**src/rtl/adder_meas_pkg.sv**
```systemverilog
// Shared types and helpers for the adder ring-loop delay meter.
//   meas_state_t : measurement sequencer states
//   DEF_*        : default parameter values for the top level
//   sat_inc      : saturating increment used by the ring edge counter
package adder_meas_pkg;

  typedef enum logic [2:0] {
    IDLE  = 3'd0,
    SETUP = 3'd1,
    RUN   = 3'd2,
    DRAIN = 3'd3,
    DONE  = 3'd4
  } meas_state_t;

  localparam int unsigned DEF_WIDTH       = 32;
  localparam int unsigned DEF_NUM_CH      = 4;
  localparam int unsigned DEF_CH_W        = 2;
  localparam int unsigned DEF_WIN_W       = 16;
  localparam int unsigned DEF_CNT_W       = 16;
  localparam int unsigned DEF_SETTLE      = 4;
  localparam int unsigned DEF_SYNC_STAGES = 2;

  // Working width of sat_inc; counters up to this width are supported.
  localparam int unsigned SAT_W = 32;

  // Increment value, holding at max_value once reached.
  function automatic logic [SAT_W-1:0] sat_inc(input logic [SAT_W-1:0] value,
                                               input logic [SAT_W-1:0] max_value);
    return (value >= max_value) ? value : value + SAT_W'(1);
  endfunction

endpackage

```
**src/rtl/meas_edge_sync.sv**
```systemverilog
// Ring tap selection, synchroniser and rising-edge detector.
//   clk, rst_n : clock and asynchronous active-low reset
//   ring_in    : asynchronous ring taps from the adder
//   ch_sel     : selected tap (driven from the latched channel)
//   rise_c     : combinational one-cycle pulse per synchronised rising edge
module meas_edge_sync #(
  parameter int unsigned NUM_CH      = 4,
  parameter int unsigned CH_W        = 2,
  parameter int unsigned SYNC_STAGES = 2
) (
  input  logic              clk,
  input  logic              rst_n,
  input  logic [NUM_CH-1:0] ring_in,
  input  logic [CH_W-1:0]   ch_sel,
  output logic              rise_c
);

  logic                   tap_c;
  logic [SYNC_STAGES-1:0] sync_q;
  logic                   hist_q;

  // Tap mux; an out-of-range select reads as a quiet tap.
  always_comb begin
    tap_c = 1'b0;
    for (int unsigned i = 0; i < NUM_CH; i++) begin
      if (ch_sel == CH_W'(i)) tap_c = ring_in[i];
    end
  end

  // Synchroniser chain followed by the history flop.
  always_ff @(posedge clk or negedge rst_n) begin
    if (!rst_n) begin
      sync_q <= '0;
      hist_q <= 1'b0;
    end else begin
      sync_q <= {sync_q[SYNC_STAGES-2:0], tap_c};
      hist_q <= sync_q[SYNC_STAGES-1];
    end
  end

  assign rise_c = sync_q[SYNC_STAGES-1] & ~hist_q;

endmodule

```
**src/rtl/adder_delay_meter.sv**
```systemverilog
// Measurement controller for an instrumented adder ring loop.
// Drives registered operands into the adder, closes the ring through a
// selected tap for a programmable window and counts ring rising edges.
//   wb_clk_i, rst_n   : system clock, asynchronous active-low reset
//   start, abort      : request a measurement / cancel any measurement
//   mode              : 0 single-shot, 1 continuous
//   ch_sel, window    : ring tap select, window length in clocks (0 -> 1)
//   a_in, b_in        : operand requests
//   ring_in           : asynchronous ring taps
//   a_out, b_out      : registered operands to the adder
//   ring_en, busy     : ring loop enable, sequencer active
//   count, count_valid: last result, one-cycle update pulse
//   overflow          : sticky counter saturation flag
module adder_delay_meter
  import adder_meas_pkg::*;
#(
  parameter int unsigned WIDTH       = DEF_WIDTH,
  parameter int unsigned NUM_CH      = DEF_NUM_CH,
  parameter int unsigned CH_W        = DEF_CH_W,
  parameter int unsigned WIN_W       = DEF_WIN_W,
  parameter int unsigned CNT_W       = DEF_CNT_W,
  parameter int unsigned SETTLE      = DEF_SETTLE,
  parameter int unsigned SYNC_STAGES = DEF_SYNC_STAGES
) (
  input  logic              wb_clk_i,
  input  logic              rst_n,
  input  logic              start,
  input  logic              abort,
  input  logic              mode,
  input  logic [CH_W-1:0]   ch_sel,
  input  logic [WIN_W-1:0]  window,
  input  logic [WIDTH-1:0]  a_in,
  input  logic [WIDTH-1:0]  b_in,
  input  logic [NUM_CH-1:0] ring_in,
  output logic [WIDTH-1:0]  a_out,
  output logic [WIDTH-1:0]  b_out,
  output logic              ring_en,
  output logic              busy,
  output logic [CNT_W-1:0]  count,
  output logic              count_valid,
  output logic              overflow
);

  // One phase timer serves SETUP, RUN and DRAIN; wide enough for all three.
  localparam int unsigned      TMR_W     = (WIN_W > 8) ? WIN_W : 8;
  localparam logic [TMR_W-1:0] SETTLE_M1 = TMR_W'(SETTLE - 1);
  localparam logic [TMR_W-1:0] DRAIN_M1  = TMR_W'(SYNC_STAGES - 1);
  localparam logic [SAT_W-1:0] CNT_MAX   = SAT_W'((64'd1 << CNT_W) - 64'd1);

  meas_state_t       state_q, state_d;
  logic [TMR_W-1:0]  timer_q, timer_d;
  logic [WIN_W-1:0]  win_q;
  logic [CH_W-1:0]   ch_q;
  logic              mode_q;
  logic [CNT_W-1:0]  cnt_q, cnt_d;
  logic              rise_c;
  logic              count_en_c;
  logic              sat_hit_c;
  logic              accept_c;

  meas_edge_sync #(
    .NUM_CH      (NUM_CH),
    .CH_W        (CH_W),
    .SYNC_STAGES (SYNC_STAGES)
  ) u_edge_sync (
    .clk     (wb_clk_i),
    .rst_n   (rst_n),
    .ring_in (ring_in),
    .ch_sel  (ch_q),
    .rise_c  (rise_c)
  );

  // Next state and phase timer; abort overrides every transition.
  always_comb begin
    state_d = state_q;
    timer_d = timer_q;
    case (state_q)
      IDLE: begin
        if (start) begin
          state_d = SETUP;
          timer_d = SETTLE_M1;
        end
      end
      SETUP: begin
        if (timer_q == '0) begin
          state_d = RUN;
          timer_d = TMR_W'(win_q) - TMR_W'(1);
        end else begin
          timer_d = timer_q - TMR_W'(1);
        end
      end
      RUN: begin
        if (timer_q == '0) begin
          state_d = DRAIN;
          timer_d = DRAIN_M1;
        end else begin
          timer_d = timer_q - TMR_W'(1);
        end
      end
      DRAIN: begin
        if (timer_q == '0) begin
          state_d = DONE;
        end else begin
          timer_d = timer_q - TMR_W'(1);
        end
      end
      DONE: begin
        if (mode_q) begin
          state_d = SETUP;
          timer_d = SETTLE_M1;
        end else begin
          state_d = IDLE;
        end
      end
      default: state_d = IDLE;
    endcase
    if (abort) begin
      state_d = IDLE;
      timer_d = '0;
    end
  end

  // Edge counter: only edges surfacing during RUN or DRAIN are counted.
  always_comb begin
    accept_c   = (state_q == IDLE) && start && !abort;
    count_en_c = rise_c && ((state_q == RUN) || (state_q == DRAIN));
    sat_hit_c  = count_en_c && (&cnt_q);
    cnt_d      = cnt_q;
    if ((state_d == SETUP) && (state_q != SETUP)) begin
      cnt_d = '0;
    end else if (count_en_c) begin
      cnt_d = CNT_W'(sat_inc(SAT_W'(cnt_q), CNT_MAX));
    end
  end

  // State, latched request and registered outputs.
  always_ff @(posedge wb_clk_i or negedge rst_n) begin
    if (!rst_n) begin
      state_q     <= IDLE;
      timer_q     <= '0;
      win_q       <= '0;
      ch_q        <= '0;
      mode_q      <= 1'b0;
      cnt_q       <= '0;
      a_out       <= '0;
      b_out       <= '0;
      ring_en     <= 1'b0;
      busy        <= 1'b0;
      count       <= '0;
      count_valid <= 1'b0;
      overflow    <= 1'b0;
    end else begin
      state_q     <= state_d;
      timer_q     <= timer_d;
      cnt_q       <= cnt_d;
      ring_en     <= (state_d == RUN);
      busy        <= (state_d != IDLE);
      count_valid <= (state_d == DONE);
      // The final DRAIN cycle's edge lands in cnt_d, so load from it.
      if (state_d == DONE) count <= cnt_d;
      if (accept_c) begin
        a_out    <= a_in;
        b_out    <= b_in;
        ch_q     <= ch_sel;
        mode_q   <= mode;
        win_q    <= (window == '0) ? WIN_W'(1) : window;
        overflow <= 1'b0;
      end else if (sat_hit_c) begin
        overflow <= 1'b1;
      end
    end
  end

endmodule

```
**config.mk**
```make
export PLATFORM = sky130hd
export DESIGN_NAME = adder_delay_meter
export DESIGN_NICKNAME = d
export VERILOG_FILES = /design/src/rtl/adder_meas_pkg.sv /design/src/rtl/meas_edge_sync.sv /design/src/rtl/adder_delay_meter.sv
export SDC_FILE = /design/constraint.sdc
export NUM_CORES = 1
export LEC_CHECK = 0
export CAP_MARGIN = 15
export CORE_MARGIN = 10
export CORE_UTILIZATION = 51
export CTS_CLUSTER_DIAMETER = 60
export CTS_CLUSTER_SIZE = 16
export DETAILED_ROUTE_END_ITERATION = 7
export DONT_BUFFER_PORTS = 1
export PLACE_DENSITY_LB_ADDON = 0.3
export SYNTH_ARGS = -nofsm -noshare
export SYNTH_HDL_FRONTEND = slang
export SYNTH_HIERARCHICAL = 1
export SYNTH_SLANG_ARGS = --single-unit
```
**constraint.sdc**
```tcl
create_clock -name wb_clk_i -period 2.6 [get_ports wb_clk_i]
set_input_delay 0.52 -clock wb_clk_i [delete_from_list [all_inputs] [get_ports wb_clk_i]]
set_output_delay 0.52 -clock wb_clk_i [all_outputs]
set_load 0.02 [all_outputs]
```
==> PnR_summary.wiki, run 1 <==
{| class="wikitable"
! Metric !! Value
|-
| CTS Root Buffer Type || clkbuf_16
|-
| Area growth syn-to-layout || 12.17%
|-
| Total number of H-tree levels || 4
|-
| DRC || 0
|-
| EDFF count, synth || 0
|-
| Most frequent cell after synthesis || dfrtp_1
|-
| Length of the first detailed-routing pass in iterations || 5
|-
| Residual antenna-violating net count after detailed routing || 0
|-
| Kind of launch point of the worst setup path || flip-flop
|-
| Num Clock Sinks || 141
|-
| Setup Total Neg Slack || 0 ns
|-
| Met3 track demand over resource in global routing || under 10%
|-
| Antenna violations before repair || 0
|-
| Wire length of the first global-routing pass || 25760 um
|-
| Share of flip-flops with an asynchronous set or reset after synthesis || 100.0%
|-
| Post-route cell area || 0.007263 mm^2
|-
| Final count of pins violating max slew || 0
|-
| Startpoint of the most critical register-to-register path || timer_q[0]
|-
| TritonCTS clock tree || yes
|-
| Final GP Congestion || 0.9061
|-
| Layout cell share with drive strength beyond 1 || 25.04%
|-
| Sum of net half-perimeters after detailed placement || about 12000 um
|-
| Synth Register Bits || 141
|-
| Overall die area || 0.01760 mm^2
|-
| Largest area contributor in the netlist || dfrtp_1
|-
| Number of top-level pins || approximately 180
|-
| Violations in the final reports || hold timing
|-
| Count of maximum capacitance violations || 0
|-
| Worst hold path class || in2async
|-
| Critical-path maximum fanout || 19
|-
| Chip height || 132.7 um
|-
| Syn avg cell area || 11.77 um^2
|-
| Cell-by-cell trace of the critical path || inv_1 > ha_1 > nor4b_2 > and4_1 > nand2_1 > nand2_1 > o21ai_0
|-
| Top cell types by occurrence after synthesis || 141 x dfrtp_1, 80 x mux2_2, 38 x nor2_1, 35 x o21ai_0, 32 x nand2_1
|-
| Final Hold Viols || 141
|-
| Final #Nets || 648
|-
| Port Buffer Count || 0
|-
| Floorplan die width || 132.7 um
|-
| Arrival time reported for the critical path endpoint || 2.57 ns
|-
| Most used cell along the critical path || nand2_1
|-
| Ratio of final minimum period to clock period || 88.97%
|-
| Highest attainable clock frequency || 0.4323 GHz
|-
| Placement Cell Area || 0.006669 mm^2
|-
| Number of distinct library cell variants in the gate-level netlist after synthesis || 69
|-
| Synthesis Warnings || 6
|-
| Post-synthesis cell count || 550
|-
| Main flop type after synthesis || dfrtp_1
|-
| Post-synth design cell area || around 0.0065 mm^2
|-
| Clock-pin slew on the worst setup and hold paths || 0.06 ns
|-
| Detailed router's first-iteration violation count || 285
|-
| Clock latency at the later pin of the worst-skew pair || 0.41 ns
|-
| Outcome || finished with violations
|-
| Share of Yosys cell area claimed by the top area cell type || 54.49%
|-
| Antenna cell count || 0
|-
| All-Layer GR Usage || 18.23%
|-
| Ratio of routed vias to standard cells || roughly 6
|-
| Least-Margin Pin Slew || 0.7761 ns
|-
| Met2 track demand over resource || between 20% and 30%
|-
| Most crowded layer after global routing || met2
|-
| Worst clock skew || 0.009597 ns
|-
| Maximum number of pins on one net before global-route repair || 142
|-
| Routed wirelength normalized by instance count || about 21 um
|-
| Tightest slew margin relative to the limit || approximately 48%
|-
| Initial Util || 51.73%
|-
| Maximum buffer depth of the clock tree || 2
|-
| Data required time at the worst endpoint || 2.86 ns
|-
| Mapped Nets || around 640
|-
| Met1 track demand over resource || 21.84%
|-
| Clock period minus worst slack || 2.313 ns
|-
| Count of vias placed by the detailed router || 4380
|-
| Biggest area contributors in the synthesized netlist || dfrtp_1 54%, mux2_2 14%, o21ai_0 2.7%, xnor2_1 2.3%, nor2_1 2.2%
|-
| Setup repair after global routing missed its margin || no
|-
| # rows || between 40 and 50
|-
| Final wirelength || 15880 um
|-
| Share of synthesized area occupied by flip-flops and latches || a little over half
|-
| Leak Pwr || 3.015 nW
|-
| Peak supply drop || around 0.00076 V
|-
| Worst path max stage delay || about 0.44 ns
|-
| Path type of the worst setup path || reg2reg
|-
| Std-Cell Core Area || around 0.013 mm^2
|-
| Number of global-route vias before repair || 4508
|-
| Critical path endpoint category || flip-flop
|-
| Setup-failing EPs final || 0
|-
| Crit. Startpoint || timer_q[0]
|-
| Worst hold slack || -0.1958 ns
|-
| Slowest CP cell || nand2_1
|-
| Total CTS buffers || 17
|-
| Overflow left after global routing || 0
|-
| Total power divided by cell area || 1280 mW/mm^2
|}
area by class of cell:
type,count,area (um^2)
multi-input cells,372,2793
repair buffers,10,87.58
flip-flops and latches,141,3528
well taps,172,215.2
fillers,1052,5254
inverters,12,45.04
clock buffers,21,460.4
clock inverters,11,133.9
per-stage QoR:
stage / instances / total power, mW / util [%] / setup slack, ns
global placement: 707 / 6.869 / 53.28 / 0.2769
CTS: 739 / 9.350 / 58.03 / 0.2693
detailed placement: 707 / 6.910 / 53.28 / 0.3219
global route: 739 / 9.835 / 58.03 / 0.01023
floorplan: 550 / 6.105 / - / 0.6452
finish: 739 / 9.300 / 58.03 / 0.2867
critical path: cells and delay by family, from the launching register on:
family	cells	cell delay, ns
simple gates	4	1.34
compound gates	1	0.10
flops	1	0.42
buf+inv	1	0.10
fa+ha+maj	1	0.21
layer usage:
metal / share of wire, % / wire [um]
met2: 48 / 7648
met1: 40 / 6325
met4: 0.89 / 142
met5: 0 / 0
met3: 11 / 1759
path summary, 6_finish.rpt:
kind / end / cells past startpoint / slack, ns
min in group wb_clk_i: state_q[1] / 1 / 0.17
min reg2reg: u_edge_sync/hist_q / 0 / 0.37
max: count[14] / 7 / 0.29
max reg2reg: count[14] / 7 / 0.29
min: count[15] / 0 / -0.20
max in group asynchronous: cnt_q[8] / 0 / 2.58
cell usage in the layout, fill, tap and decap left out, drive strengths merged, types with 5 or more instances in the layout:
cell type and count:
a211oi 10, a21oi 11, buf 10, clkbuf 21, clkinv 5, dfrtp 141
inv 15, mux2 83, nand2 33, nand3 7, nand4 11, nor2 38
nor3 17, nor4 20, o211ai 9, o21ai 36, or3 6, or4 6
xnor2 17, xor2 6
kinds of logic (layout without fill, tap and decap cells):
kind of cell / after synthesis / count (layout) / share of synthesized area (%)
simple gates: 165 / 165 / 14.65
flops: 141 / 141 / 54.49
compound gates: 94 / 94 / 9.488
mux: 87 / 87 / 15.25
buf+inv: 37 / 54 / 2.435
xor+xnor: 23 / 23 / 3.111
fa+ha+maj: 3 / 3 / 0.5798
state kept, by name (all words and copies together) (netlist names):
register	flops
count_valid	1
u_edge_sync/hist_q	1
overflow	1
u_edge_sync/sync_q	2
timer_q	16
b_out	32
a_out	32
ring_en	1
win_q	16
count	16
mode_q	1
busy	1
state_q	3
ch_q	2
cnt_q	16
where the power goes:
| group | total (mW) | internal, mW | switching, mW |
|---|---|---|---|
| Clock | 2.41 | 1.48 | 0.936 |
| Combinational | 2.45 | 1.23 | 1.22 |
| Sequential | 4.44 | 2.98 | 1.46 |
what timing repair did:
| item | 4_1_cts | 5_1_grt |
|---|---|---|
| hold endpoints to repair | 141 | 141 |
| setup buffers | 0 | 0 |
| resized for setup | 0 | 0 |
No activity file was read; power rests on OpenSTA's default activity.
==> inputs of run 2 (changes only) <==
--- a/config.mk
+++ b/config.mk
@@ -5,6 +5,7 @@
 export SDC_FILE = /design/constraint.sdc
 export NUM_CORES = 1
 export LEC_CHECK = 0
+export ABC_AREA = 1
 export CAP_MARGIN = 15
 export CORE_MARGIN = 10
 export CORE_UTILIZATION = 51
==> run 2 against run 1 <==
  * Maximum frequency rose by 12%
  * The flow still finishes with violations (hold timing)
  * Critical path depth rose by 3
  * Clock skew rose by 0.0026 ns
  * Synthesized cell count rose by 68%
  * Wire length rose by 11%
  * Via count rose by 29%
  * Synthesized area rose by 9.3%
  * Non-clock buffer count fell by 6
  * Largest power group unchanged
  * Register-to-register slack improved by 0.25 ns
  * Clock-buffer cell count fell by 3
  * Sequential share of layout area fell by 3.1 points
==> PnR_summary.wiki, run 2 <==
{| class="wikitable"
! Metric !! Value
|-
| Chip height || 137.8 um
|-
| Setup repair after global routing missed its margin || no
|-
| Setup-failing EPs final || 0
|-
| Antenna cell count || 0
|-
| Main flop type after synthesis || dfrtp_1
|-
| Share of Yosys cell area claimed by the top area cell type || 49.86%
|-
| Reg2Reg Capture Point || timer_q[0]
|-
| Leading cell type in the layout, fill and taps excluded || nand2_1
|-
| Routed wirelength normalized by instance count || ~16 um
|-
| Worst clock skew || 0.01218 ns
|-
| Area growth syn-to-layout || 9.565%
|-
| EDFF count, synth || 0
|-
| Setup WS post-layout || 0.5399 ns
|-
| Outcome || finished with violations
|-
| All-Layer GR Usage || 18.98%
|-
| Final GP Congestion || 0.9005
|-
| Layout cell share with drive strength beyond 1 || 9.218%
|-
| Post-synth design cell area || 0.007077 mm^2
|-
| Wire length of the first global-routing pass || 28540 um
|-
| Number of top-level pins || roughly 180
|-
| # rows || 42
|-
| Post-route cell area || 0.007754 mm^2
|-
| Worst Reg2Reg Path Length in Cells || 10
|-
| Synthesis Warnings || 6
|-
| Largest area contributor in the netlist || dfrtp_1
|-
| Final count of pins violating max slew || 0
|-
| Worst hold slack || -0.2001 ns
|-
| Most frequent cell after synthesis || nand2_1
|-
| Leading cell types in the layout, fill and taps excluded || 417 x nand2_1, 141 x dfrtp_1, 73 x inv_1, 69 x nor2_1, 47 x nand3_1
|-
| Tightest slew margin relative to the limit || 26.50%
|-
| Clock period minus worst slack || a little over 2 ns
|-
| Std-Cell Core Area || approximately 0.013 mm^2
|-
| Syn avg cell area || 7.659 um^2
|-
| Least-Margin Pin Slew || 1.102 ns
|-
| Post-synthesis cell count || 924
|-
| Share of flip-flops with an asynchronous set or reset after synthesis || between 90% and 100%
|-
| Floorplan die width || 137.8 um
|-
| Final #Nets || 1014
|-
| Total power divided by cell area || 1261 mW/mm^2
|-
| Share of synthesized area occupied by flip-flops and latches || 49.86%
|-
| Data required time at the worst endpoint || 2.93 ns
|-
| Sum of net half-perimeters after detailed placement || 12760 um
|-
| Number of distinct library cell variants in the gate-level netlist after synthesis || 35
|-
| Setup Total Neg Slack || 0 ns
|-
| Startpoint of the most critical register-to-register path || timer_q[0]
|-
| Layout Utilization || 57.86%
|-
| Critical-path maximum fanout || 6
|-
| Overall die area || 0.01899 mm^2
|-
| Biggest area contributors in the synthesized netlist || dfrtp_1 50%, nand2_1 22%, inv_1 3.9%, nor2_1 3.7%, nand3_1 3.3%
|-
| Mapped Nets || 1018
|-
| CTS Root Buffer Type || clkbuf_16
|-
| Total number of H-tree levels || 4
|-
| Maximum buffer depth of the clock tree || 2
|-
| Length of the first detailed-routing pass in iterations || 5
|-
| Ratio of routed vias to standard cells || between 5 and 6
|-
| Leak Pwr || 4.081 nW
|-
| Antenna violations before repair || 0
|-
| Top cell types by occurrence after synthesis || 417 x nand2_1, 141 x dfrtp_1, 73 x inv_1, 69 x nor2_1, 47 x nand3_1
|-
| Final wirelength || 17600 um
|-
| Worst hold path class || in2async
|-
| Initial Util || 52.81%
|-
| DRC || 0
|-
| TritonCTS clock tree || yes
|-
| Maximum number of pins on one net before global-route repair || 142
|-
| Port Buffer Count || 0
|-
| Kind of launch point of the worst setup path || flip-flop
|-
| Largest registers in the final layout || a_out (32), b_out (32)
|-
| Residual antenna-violating net count after detailed routing || 0
|-
| Clock latency at the later pin of the worst-skew pair || 0.42 ns
|-
| Setup Buffers After CTS || 0
|-
| Count of vias placed by the detailed router || 5631
|-
| Num Clock Sinks || 141
|-
| Placement Cell Area || 0.007179 mm^2
|-
| Highest attainable clock frequency || ~0.49 GHz
|-
| Count of maximum capacitance violations || 0
|-
| Overflow left after global routing || 0
|-
| CTS resizes || 0
|-
| Setup slack after placement || between 0.5 and 0.6 ns
|-
| Number of global-route vias before repair || around 5400
|-
| Peak supply drop || about 0.00072 V
|-
| Arrival time reported for the critical path endpoint || 2.39 ns
|-
| Clock-pin slew on the worst setup and hold paths || 0.06 ns
|-
| Ratio of final minimum period to clock period || 79.23%
|-
| Violations in the final reports || hold timing
|-
| Setup slack of the most critical reg-to-reg path || 0.54 ns
|-
| Synth Register Bits || around 140
|-
| Path type of the worst setup path || reg2reg
|-
| Detailed router's first-iteration violation count || about 430
|-
| Final Hold Viols || 141
|-
| Critical path endpoint category || flip-flop
|-
| Total CTS buffers || 17
|}
==> run 2: cell count changes after synthesis, moves of 7 or more <==
cell and change:
nand2_1 +385, mux2_2 -80, inv_1 +62, nand3_1 +40, nor2_1 +31, nor4_1 -13, xor2_1 +13, nand3_2 +12
xnor2_1 -12, nor3_1 -11, a211oi_1 -9, o211ai_1 -9, nor2_4 +8, inv_2 +7
==> run 2: logic make-up after synthesis <==
family                     share of synthesized area (%)
and+or+nand+nor                                    36.19
DFF                                                49.86
buffers and inverters                              6.435
AOI/OAI and AO/OA                                  4.014
xor gates and xnor gates                           2.970
adders and majority gates                         0.5305
==> run 2: final cells by class <==
type                    instances  area, um^2
repair buffers                  4       30.03
well taps                     176       220.2
multi-input cells             674        3093
fillers                      1252        5647
clock buffers                  18       439.2
clock inverters                14       135.1
inverters                      82       307.8
flip-flops and latches        141        3528
==> run 2: critical path: stages (launching register included) <==
cell and delay (ns):
dfrtp_1 0.38, inv_1 0.13, ha_1 0.24, nand2_2 0.14, nor2_4 0.20, nand2_4 0.08, inv_2 0.11, nand3_1 0.10
nand2_1 0.23, inv_1 0.16, o21ai_0 0.19
==> run 2: per-stage QoR <==
stage	total power [mW]	instances
after floorplan	6.660	924
after global placement	7.408	1077
after detailed placement	7.460	1077
after CTS	9.856	1109
after global routing	10.51	1109
final	9.778	1109
==> run 2: worst max-delay path by stage <==
stage / to / cells past startpoint / startpoint / slack [ns]
6_report: timer_q[0] / 10 / timer_q[0] / 0.54
5_1_grt: timer_q[2] / 10 / timer_q[0] / 0.27
4_1_cts: timer_q[0] / 10 / timer_q[0] / 0.54
3_5_place_dp: win_q[0] / 6 / start / 0.54
3_3_place_gp: win_q[0] / 6 / start / 0.54
2_1_floorplan: count[10] / 12 / timer_q[0] / 0.86
==> run 2: power by group <==
part / switching [mW] / internal [mW]
registers: 1.40 / 2.99
logic: 2.02 / 1.01
clock network: 1.00 / 1.36
total: 4.42 / 5.36
==> run 2: metal layers <==
layer	GRT usage [%]	wire length (um)	up-vias
li1	-	-	2847
met1	23.51	7377	2584
met2	28.47	7975	187
met3	10.01	2095	13
met4	4.925	153	0
met5	0	0	-
==> inputs of run 3 (changes only) <==
==> constraint.sdc (replaced) <==
create_clock -name wb_clk_i -period 1.9 [get_ports wb_clk_i]
set_input_delay 0.38 -clock wb_clk_i [delete_from_list [all_inputs] [get_ports wb_clk_i]]
set_output_delay 0.38 -clock wb_clk_i [all_outputs]
set_load 0.02 [all_outputs]
==> run 3 against run 2 <==
  * The flow still finishes with violations (hold timing)
  * Sequential share of layout area decreased by 1.8 points
  * Maximum frequency rose by 13%
  * Largest cell class unchanged
  * Sequential cell count unchanged
  * Combinational power is 52% higher
  * Power grew 41%
  * Critical path depth is 1 higher
  * Non-clock buffer count grew 26
  * Clock power up 33%
  * Utilization is 2.4 points higher
  * Worst setup slack lost 0.47 ns
  * Sequential power grew 37%
  * Via count up 3.2%
==> PnR_summary.wiki, run 3 (same netlist as run 2, synthesis figures left out) <==
{| class="wikitable"
! Metric !! Value
|-
| Outcome || finished with violations
|-
| Violations in the final reports || hold timing
|-
| Residual antenna-violating net count after detailed routing || 0
|-
| Highest attainable clock frequency || ~0.55 GHz
|-
| Antenna cell count || 0
|-
| Worst clock skew || 0.009634 ns
|-
| Overall die area || 0.01899 mm^2
|-
| Maximum buffer depth of the clock tree || 2
|-
| Placement Cell Area || 0.007372 mm^2
|-
| Count of filler cells inserted in the layout || 1191
|-
| Wire length of the first global-routing pass || ~29000 um
|-
| Clock period minus worst slack || 1.826 ns
|-
| Path type of the worst setup path || reg2reg
|-
| Final wirelength || 18150 um
|-
| DRC || 0
|-
| Worst hold slack || -0.3446 ns
|-
| Initial Util || 52.81%
|-
| Slowest CP cell || dfrtp_1
|-
| Largest registers in the final layout || a_out (32), b_out (32)
|-
| Overflow left after global routing || 0
|-
| Leading cell types in the layout, fill and taps excluded || 413 x nand2_1, 141 x dfrtp_1, 73 x inv_1, 64 x nor2_1, 45 x nand3_1
|-
| TritonCTS clock tree || yes
|-
| Port Buffer Count || 0
|-
| Layout Utilization || 60.25%
|-
| Worst path max stage delay || 0.38 ns
|-
| Least-Margin Pin Slew || between 0.3 and 0.4 ns
|-
| Cell-by-cell trace of the critical path || inv_1 > ha_2 > nand2_2 > buf_4 > nor2_4 > nand2_4 > nor3_4 > buf_12 > clkbuf_16 > nand3_1 > nand2_1
|-
| Reg area || around 0.0035 mm^2
|-
| Post-route cell area || 0.008074 mm^2
|-
| Area growth syn-to-layout || 14.09%
|-
| Area used by multi-input combinational logic || 0.003147 mm^2
|-
| Critical-path maximum fanout || 7
|-
| Data required time at the worst endpoint || 2.26 ns
|-
| CTS Root Buffer Type || clkbuf_16
|-
| Total power divided by cell area || roughly 1700 mW/mm^2
|-
| Ratio of final minimum period to clock period || 96.13%
|-
| Critical path endpoint category || flip-flop
|-
| Layout cell share with drive strength beyond 1 || 12.83%
|-
| Tightest slew margin relative to the limit || 73.45%
|-
| Setup-failing EPs final || 0
|-
| Worst hold path class || in2async
|-
| Final count of pins violating max slew || 0
|-
| Antenna violations before repair || 0
|-
| Floorplan die width || 137.8 um
|-
| Leak Pwr || 4.245 nW
|-
| Detailed router's first-iteration violation count || 376
|-
| Peak supply drop || 0.0009985 V
|-
| Final #Nets || ~1000
|-
| Length of the first detailed-routing pass in iterations || 5
|-
| Setup Total Neg Slack || 0 ns
|-
| Leading cell type in the layout, fill and taps excluded || nand2_1
|-
| Final Hold Viols || 141
|-
| Count of maximum capacitance violations || 0
|-
| Count of vias placed by the detailed router || 5810
|-
| Maximum number of pins on one net before global-route repair || 142
|-
| Final GP Congestion || just over 0.9
|-
| Std-Cell Core Area || between 0.01 and 0.015 mm^2
|-
| Setup slack of the most critical reg-to-reg path || roughly 0.074 ns
|-
| Number of top-level pins || roughly 180
|-
| Chip height || 137.8 um
|-
| Clock latency at the later pin of the worst-skew pair || 0.42 ns
|-
| Total CTS buffers || 17
|-
| Arrival time reported for the critical path endpoint || 2.18 ns
|-
| Routed wirelength normalized by instance count || 15.99 um
|-
| Sum of net half-perimeters after detailed placement || 13250 um
|-
| All-Layer GR Usage || 19.38%
|-
| Ratio of routed vias to standard cells || approximately 5.1
|-
| Clock-pin slew on the worst setup and hold paths || 0.06 ns
|-
| Total number of H-tree levels || 4
|-
| Number of global-route vias before repair || 5765
|-
| # rows || 42
|-
| Kind of launch point of the worst setup path || flip-flop
|-
| Num Clock Sinks || around 140
|}
==> run 3: power by group <==
group          switching [mW]  internal [mW]  total (mW)  leakage (nW)
sequential               1.90           4.09        5.99          1.82
clock                    1.41           1.73        3.14         0.270
combinational            2.94           1.68        4.62          2.15
total                    6.25           7.49        13.7          4.24
==> run 3: final cells by class <==
| class | instances | share of cell area, % |
|---|---|---|
| multi-input cells | 674 | 38.97 |
| well taps | 176 | 2.727 |
| repair buffers | 30 | 3.874 |
| inverters | 82 | 3.843 |
| clock buffers | 18 | 5.315 |
| clock inverters | 14 | 1.565 |
| flip-flops and latches | 141 | 43.70 |
==> run 3: worst max-delay path: cells and delay by family (launching register included) <==
kind | cells | cell delay, ns
and+or+nand+nor | 6 | 0.65
DFF | 1 | 0.38
buffers and inverters | 4 | 0.53
adders and majority gates | 1 | 0.19
==> run 3: path summary, 6_finish.rpt <==
check,end,depth (start not counted),start
max in group asynchronous,timer_q[14],0,rst_n
worst max-delay path,count[0],11,timer_q[0]
min in group wb_clk_i,count_valid,1,abort
worst max register to register,count[0],11,timer_q[0]
worst min-delay path,timer_q[9],0,rst_n
worst min register to register,u_edge_sync/sync_q[1],0,u_edge_sync/sync_q[0]
==> run 3: through the flow <==
| step | hold slack [ns] | instances | power (mW) | setup slack [ns] |
|---|---|---|---|---|
| 5_1_grt | -0.3621 | 1135 | 14.77 | -0.03296 |
| 6_report | -0.3446 | 1135 | 13.75 | 0.07362 |
| 3_5_place_dp | 0.09319 | 1096 | 10.43 | 0.08456 |
| 2_1_floorplan | 0.08441 | 924 | 9.114 | 0.1612 |
| 3_3_place_gp | 0.09380 | 1096 | 10.37 | 0.1452 |
| 4_1_cts | -0.3619 | 1128 | 13.63 | 0.05484 |
==> run 3: per-layer routing <==
metal	track usage (%)	up-vias	routed length [um]
li1	-	2893	-
met1	23.76	2703	7641
met2	29.70	195	8289
met3	9.213	19	2010
met4	5.910	0	206
met5	0	-	0
==> run 3: timing repair <==
action                                  CTS  global route
setup buffers                             0             6
gates resized for setup                   0            18
endpoints found under the hold margin   141           141
endpoints found under the setup margin    0            32
